===== src/rtl/countdown_timer_pkg.sv =====
// Shared definitions for the countdown timer and the display translator.
package countdown_timer_pkg;

   // Countdown value width, also used by the 7-segment translator.
   localparam int CD_W = 5;

   // Timer control states.
   typedef enum logic [1:0] {
      IDLE  = 2'd0,
      RUN   = 2'd1,
      PAUSE = 2'd2,
      DONE  = 2'd3
   } state_e;

endpackage


===== src/rtl/countdown_timer_tick_prescaler.sv =====
// Free-running divider that strobes once every DIV enabled cycles.
module tick_prescaler #(
   parameter int DIV = 4
) (
   input  logic clk,
   input  logic rst,
   input  logic en,
   input  logic clr,
   output logic tick
);

   localparam int CW = (DIV > 2) ? $clog2(DIV) : 1;
   localparam logic [CW-1:0] LAST = CW'(DIV - 1);

   logic [CW-1:0] cnt_q, cnt_d;

   // Wrap indicator: only meaningful while counting is enabled.
   assign tick = en && (cnt_q == LAST);

   // Next count: clear wins, hold when disabled, wrap at DIV-1.
   always_comb begin
      cnt_d = cnt_q;
      if (clr) begin
         cnt_d = '0;
      end else if (en) begin
         cnt_d = (cnt_q == LAST) ? '0 : cnt_q + CW'(1);
      end
   end

   // Counter register.
   always_ff @(posedge clk) begin
      if (rst) cnt_q <= '0;
      else     cnt_q <= cnt_d;
   end

endmodule


===== src/rtl/countdown_timer.sv =====
// Loadable start/pause countdown feeding the two-digit display translator.
module countdown_timer
   import countdown_timer_pkg::*;
#(
   parameter int CLK_FREQ = 100_000_000,
   parameter int TICK_HZ  = 1,
   parameter int CD_INIT  = 30
) (
   input  logic            clk,
   input  logic            rst,
   input  logic            load,
   input  logic [CD_W-1:0] load_val,
   input  logic            start,
   input  logic            pause,
   output logic [CD_W-1:0] CD,
   output logic            running,
   output logic            tick,
   output logic            expired
);

   localparam int DIV = CLK_FREQ / TICK_HZ;

   state_e          state_q, state_d;
   logic [CD_W-1:0] cd_q, cd_d;
   logic            running_q, running_d;
   logic            tick_q, tick_d;
   logic            expired_q, expired_d;
   logic            presc_en, presc_clr, presc_tick;

   // Prescaler advances only in RUN when neither load nor pause intervenes;
   // it restarts from zero on any load and on a fresh start out of IDLE.
   assign presc_en  = (state_q == RUN) && !load && !pause;
   assign presc_clr = load || ((state_q == IDLE) && start && (cd_q != '0));

   tick_prescaler #(
      .DIV (DIV)
   ) u_prescaler (
      .clk  (clk),
      .rst  (rst),
      .en   (presc_en),
      .clr  (presc_clr),
      .tick (presc_tick)
   );

   // Next state, countdown value and output strobes (load > pause > start).
   always_comb begin
      state_d   = state_q;
      cd_d      = cd_q;
      tick_d    = 1'b0;
      expired_d = 1'b0;
      if (load) begin
         cd_d    = load_val;
         state_d = IDLE;
      end else begin
         case (state_q)
            IDLE: begin
               if (start && (cd_q != '0)) state_d = RUN;
            end
            RUN: begin
               if (pause) begin
                  state_d = PAUSE;
               end else if (presc_tick) begin
                  tick_d = 1'b1;
                  if (cd_q > CD_W'(1)) begin
                     cd_d = cd_q - CD_W'(1);
                  end else begin
                     cd_d      = '0;
                     expired_d = (cd_q == CD_W'(1));
                     state_d   = DONE;
                  end
               end
            end
            PAUSE: begin
               if (start && !pause) state_d = RUN;
            end
            default: begin
               state_d = DONE;
            end
         endcase
      end
      running_d = (state_d == RUN);
   end

   // State and registered outputs.
   always_ff @(posedge clk) begin
      if (rst) begin
         state_q   <= IDLE;
         cd_q      <= CD_W'(CD_INIT);
         running_q <= 1'b0;
         tick_q    <= 1'b0;
         expired_q <= 1'b0;
      end else begin
         state_q   <= state_d;
         cd_q      <= cd_d;
         running_q <= running_d;
         tick_q    <= tick_d;
         expired_q <= expired_d;
      end
   end

   assign CD      = cd_q;
   assign running = running_q;
   assign tick    = tick_q;
   assign expired = expired_q;

endmodule

===== config.mk =====
export PLATFORM = sky130hd
export DESIGN_NAME = countdown_timer
export DESIGN_NICKNAME = d
export VERILOG_FILES = /design/src/rtl/countdown_timer_pkg.sv /design/src/rtl/countdown_timer_tick_prescaler.sv /design/src/rtl/countdown_timer.sv
export SDC_FILE = /design/constraint.sdc
export NUM_CORES = 1
export LEC_CHECK = 0
export BUFFER_PORTS_ARGS = -buffer_cell sky130_fd_sc_hd__clkbuf_2
export CELL_PAD_IN_SITES_DETAIL_PLACEMENT = 1
export CELL_PAD_IN_SITES_GLOBAL_PLACEMENT = 1
export CORE_MARGIN = 4
export CORE_UTILIZATION = 47
export CTS_CLUSTER_DIAMETER = 80
export DETAILED_ROUTE_END_ITERATION = 8
export HOLD_SLACK_MARGIN = 0.1
export PLACE_DENSITY_LB_ADDON = 0.3
export SETUP_SLACK_MARGIN = 0.5
export SLEW_MARGIN = 20
export SYNTH_ARGS = -nofsm -noshare
export SYNTH_HDL_FRONTEND = slang
export SYNTH_SLANG_ARGS = --single-unit

===== constraint.sdc =====
create_clock -name clk -period 4.35 [get_ports clk]
set_input_delay 0.435 -clock clk [delete_from_list [all_inputs] [get_ports clk]]
set_output_delay 0.435 -clock clk [all_outputs]
set_load 0.02 [all_outputs]

# Word level (Yosys, flattened, before mapping)
# Cells that the tools add are included.
# Widths: inputs -> output; s select.
totals:
  wordCells: 49
  reg_bits: 37
  inputBits: 10
  out_inout_bits: 8
classes:
  bitwise_logic: 2
  n_addsub: 2
  n_eq_ne: 6
  reduce_logical: 18
  muxes: 14
  n_lt_le_gt_ge: 1
op_table:
  columns: ["cell", "count"]
  rows:
  - ["$add 27x1->27 const B", 1]
  - ["$eq 27x27->1 const B", 1]
  - ["$mux 27", 1]
  - ["$mux 5", 5]
  - ["$mux 2", 6]
  - ["$logic_and 1x1->1", 7]
  - ["$pmux 2 s3", 1]
  - ["$reduce_or 6->1", 1]
  - ["$eq 5x1->1 const B", 1]
  - ["$gt 5x1->1 const B", 1]
  - ["$reduce_bool 5->1", 1]
  - ["$sub 5x1->5 const B", 1]
  - ["$eq 2x1->1 const B", 2]
  - ["$reduce_bool 2->1", 2]
  - ["$reduce_or 4->1", 1]
  - ["$reduce_and 3->1", 1]
  - ["$eq 2x2->1 const B", 1]
  - ["$logic_not 1->1", 2]
  - ["$logic_not 2->1", 1]
  - ["$ne 2x2->1 const B", 1]
  - ["$not 1->1", 2]
  - ["$reduce_or 2->1", 1]
  - ["$logic_or 1x1->1", 1]
  - ["$mux 1", 1]

# Logic depth before layout (Yosys ltp)
depth:
  ltp_word: 9
  depth_mapped: 8
  mapped_depth_nobuf: 6

# Modules after synthesis
# A second synthesis with hierarchy kept.
unflattened:
  cells_unflattened: 219
  area_unflattened_um2: 1911.8
by_module_without_submodules:
  columns: ["mod", "instances", "area_per_inst_um2", "cells_each"]
  rows:
  - ["tick_prescaler", 1, 1347.5, 156]
  - ["countdown_timer", 1, 564.3, 63]

# Worst setup path after synthesis
# Ideal clock, no wire load.
synth_timing:
  path_type: "input to register"
  startpoint: "in load"
  endpoint: "reg cd_q[4] (netlist: CD[4])"
  path_slack_ps: 2254
  required_time_ps: 4228
  setup_ps: 122
  arrival_time_ps: 1974
  cell_stages: 6
  cell_sequence: "buf_6 nor4b_4 nand4_4 nor3_4 a31oi_1 o32a_1"
synth_between:
  elab_chain_cells: 6
synth_rtl:
  columns: ["element", "line_no", "source"]
  rows:
  - ["start: declaration", "countdown_timer.sv:11", "input logic load,"]
  - ["$logic_not 1->1", "countdown_timer.sv:32", "assign presc_en = (state_q == RUN) && !load && !pause;"]
  - ["$logic_and 1x1->1 (2 in a row)", "countdown_timer.sv:32", null]
  - ["$logic_and 1x1->1", "countdown_timer_tick_prescaler.sv:18", "assign tick = en && (cnt_q == LAST);"]
  - ["$reduce_bool 2->1 (no source line)", null, null]
  - ["$reduce_and 3->1 (no source line)", null, null]
  - ["end signal: assignment", "countdown_timer.sv:88", "cd_q <= CD_W'(CD_INIT);"]
  - ["end: declaration", "countdown_timer.sv:24", "logic [CD_W-1:0] cd_q, cd_d;"]
# Parallel ways exist; a longest one is shown, timed or not.
# A chain may end at the register's enable or synchronous reset.

# Worst setup path in the final report
layout_timing:
  startpoint: "reg state_q[1]"
  endpoint: "reg u_prescaler.cnt_q[0]"
layout_between:
  elab_chain_cells: 5
layout_rtl:
  columns: ["element", "line_no", "source"]
  rows:
  - ["start: declaration", "countdown_timer.sv:23", "state_e state_q, state_d;"]
  - ["start signal: assignment", "countdown_timer.sv:93", "state_q <= state_d;"]
  - ["$logic_not 2->1", "countdown_timer.sv:33", "assign presc_clr = load || ((state_q == IDLE) && start && (cd_q != '0));"]
  - ["$logic_and 1x1->1 (2 in a row)", "countdown_timer.sv:33", null]
  - ["$logic_or 1x1->1", "countdown_timer.sv:33", null]
  - ["$reduce_or 2->1 (no source line)", null, null]
  - ["end signal: assignment", "countdown_timer_tick_prescaler.sv:33", "else cnt_q <= cnt_d;"]
  - ["end: declaration", "countdown_timer_tick_prescaler.sv:15", "logic [CW-1:0] cnt_q, cnt_d;"]
# Parallel ways exist; a longest one is shown, timed or not.

==> reports/metrics.cfg <==
[critical_path]
cp-start-kind = flop
crit_path_top_delay_cell = or2_1
rr_worst_depth = 5
critical_path_buf_inv_count = 0
critical-path-top-delay-family = simple AND/OR/NAND/NOR gates
path_class = flop to flop
r2r_end = u_prescaler.cnt_q[0]
r2r_start = state_q[1]
required_ps = 4500
cp_max_fo = 25
rrSetupSlack_ps = 1770
cp.arrival_ps = 2730
path_cells = nor4b_4, nand4_4, nor3_4, or2_1, nor2_1
cp_slowest_stage_delay_ps = 740
end_kind = flop
critPathLaunch = state_q[1]

[worst_hold_path]
min_from = load_val[3]
min_path_cells = 3
hp-class = primary input to flop
hold_end = CD[3]

[timing]
rsz0062_at_grt = false
finalSetupTns_ps = 0
fin_worst_skew_ps = 3.247
period_share_pct = 59.37
hold_viol_final = 0
hold_ws_ps = 350.6
min_period_ps = 2583
slew_headroom_pct = 41.96
setup_viol = 0
worst_slack_ps = 1767
worst_slew_pin_slew_ps = 870.6
slew_violations = 0
timing.fmax_mhz = 387.2

[placement]
gp_congestion = 0.8350
placed_cells = 268
dp_hpwl_um = 3222
preCtsSetupSlack_ps = 1503
portBuffers = 17

[drt]
vias = 1550
wl_per_cell_um = 16.83
drt-total-wl_um = 4646
avgViaCountPerCell = 5.616
drcViolationCount = 0
drt_pass1_iterations = 4
ant_nets = 0
drtIter0Drc = 46

[final_layout]
final_layout_size_suffix_gt1_share_pct = 13.60
diodes = 0
area_growth_pct = 11.07
finalNetCount = 241
instances_no_fill = 276
final_util_pct = 55.01

[logic_synthesis]
yosysWarnings = 0
synth_enable_flop_cells = 0
synth_area_leader_cell = dfxtp_1
synth_commonest_cells = nor2_1 (39), dfxtp_1 (37), xnor2_1 (17)
synth.top_cell.area_share_pct = 39.95
syn-cell-area_sq_um = 1854
ys_seq_elements = 37
syn_inst = 209
async_flop_share_pct = 0
synth_nets = 223
synth_area_leaders = dfxtp_1 (40%), xnor2_1 (8.0%), nor2_1 (7.9%)
avgSynthCellArea_sq_um = 8.872
synth_cell_type_count = 38
synth_most_common_cell = nor2_1
synth-main-ff-cell = dfxtp_1
synth_seq_area_share_pct = 39.95

[power_and_ir_drop]
seqPwrFrac_pct = 49.9
p_clk_share_pct = 44.8
power_density_nw_per_um2 = 338.5
p_sw_share_pct = 22.15
combPwrFrac_pct = 5.3
leakagePower_nw = 0.7261
switchingPower_uw = 154.4
p_int_uw = 542.8
worst_ir_drop_vdd_v = 0.0002157

[clock_tree]
cts_buffers = 5
cts_setup_buffers = 0
path_clk_slew_ps = 70
cts_resized = 0
cts-root-buf = clkbuf_8
cts_tree = done
clock-sinks = 37
holdBufCountCts = 0
h-tree-depth = 2
cts_buffer_depth = 2
clk_latency_ps = 300

[global_route]
overflow = 0
grt_pass1_wl_um = 7879
grt_util_all_layers_pct = 19.74
antenna_found_initial = 0
grt_pass1_vias = 1647
grt_max_degree = 26

[run]
cap_violations = 0

[die]
io_pins = 18
die_area_sq_um = 5014
die_y_um = 70.81
core_sq_um = 3744
initial_core_util_pct = 49.53
die_w_um = 70.81
rows = 22

[outcome]
outcome = finished, final reports clean

==> layout by cell type (no fill, tap or decap), drive strengths merged, types with 3 or more instances in the layout <==
master and n:
nor2 39, dfxtp 37, clkbuf 24, xnor2 17, nand2 10, nand4 10, nor4 9, xor2 8
nand3 8, inv 7, nor3 7, a21oi 6, and4 6, mux2i 5, and2 5, o21ai 4
ha 4, and3 4, nor4b 3
==> flip-flops by register name, indices dropped and copies added (netlist names) <==
register           flops
state_q                2
CD                     5
running                1
tick                   1
expired                1
u_prescaler.cnt_q     27
==> worst max-delay path by stage <==
stage	end	slack, ps	depth (start not counted)
after floorplan	CD[4]	2250	6
after global placement	u_prescaler.cnt_q[2]	1660	6
after detailed placement	u_prescaler.cnt_q[16]	1500	6
after CTS	u_prescaler.cnt_q[0]	1740	5
after global routing	u_prescaler.cnt_q[4]	1540	5
final	u_prescaler.cnt_q[0]	1770	5
==> routing by layer <==
| metal | track usage (%) | part of all wire (%) |
|---|---|---|
| met5 | 0 | 0 |
| met4 | 8.351 | 2.0 |
| met3 | 4.261 | 2.9 |
| met2 | 35.22 | 52 |
| met1 | 22.57 | 43 |
==> power by group through the flow <==
stage               clock network (mW)  registers [mW]  logic [mW]
floorplan                            0           0.358      0.0221
global placement                     0           0.355      0.0347
detailed placement                   0           0.355      0.0366
CTS                              0.317           0.348      0.0373
global route                     0.331           0.348      0.0407
finish                           0.313           0.348      0.0368
==> cell families after synthesis <==
family,synth area share (%)
compound gates,6.275
xor+xnor,11.81
buf+inv,4.454
fa+ha+maj,2.699
flops,39.95
mux,2.699
simple gates,32.12
==> stage by stage <==
step	area, sq um	total power, mW
2_1_floorplan	1854	0.3805
3_3_place_gp	1943	0.3896
3_5_place_dp	1943	0.3918
4_1_cts	2059	0.7018
5_1_grt	2059	0.7199
6_report	2059	0.6972
==> tightest hold or removal path: cells and delay by family <==
family	cells	cell delay (ps)
compound gates	2	110
buf+inv	1	80
==> area by class of cell <==
type	count	area, sq um
inverters	7	26.28
multi-input cells	159	1031
well taps	48	60.06
clock buffers	7	86.33
clock inverters	1	30.03
repair buffers	17	85.08
fillers	462	1684
flip-flops and latches	37	740.7
Note: power is estimated with default switching activity, not from simulation.
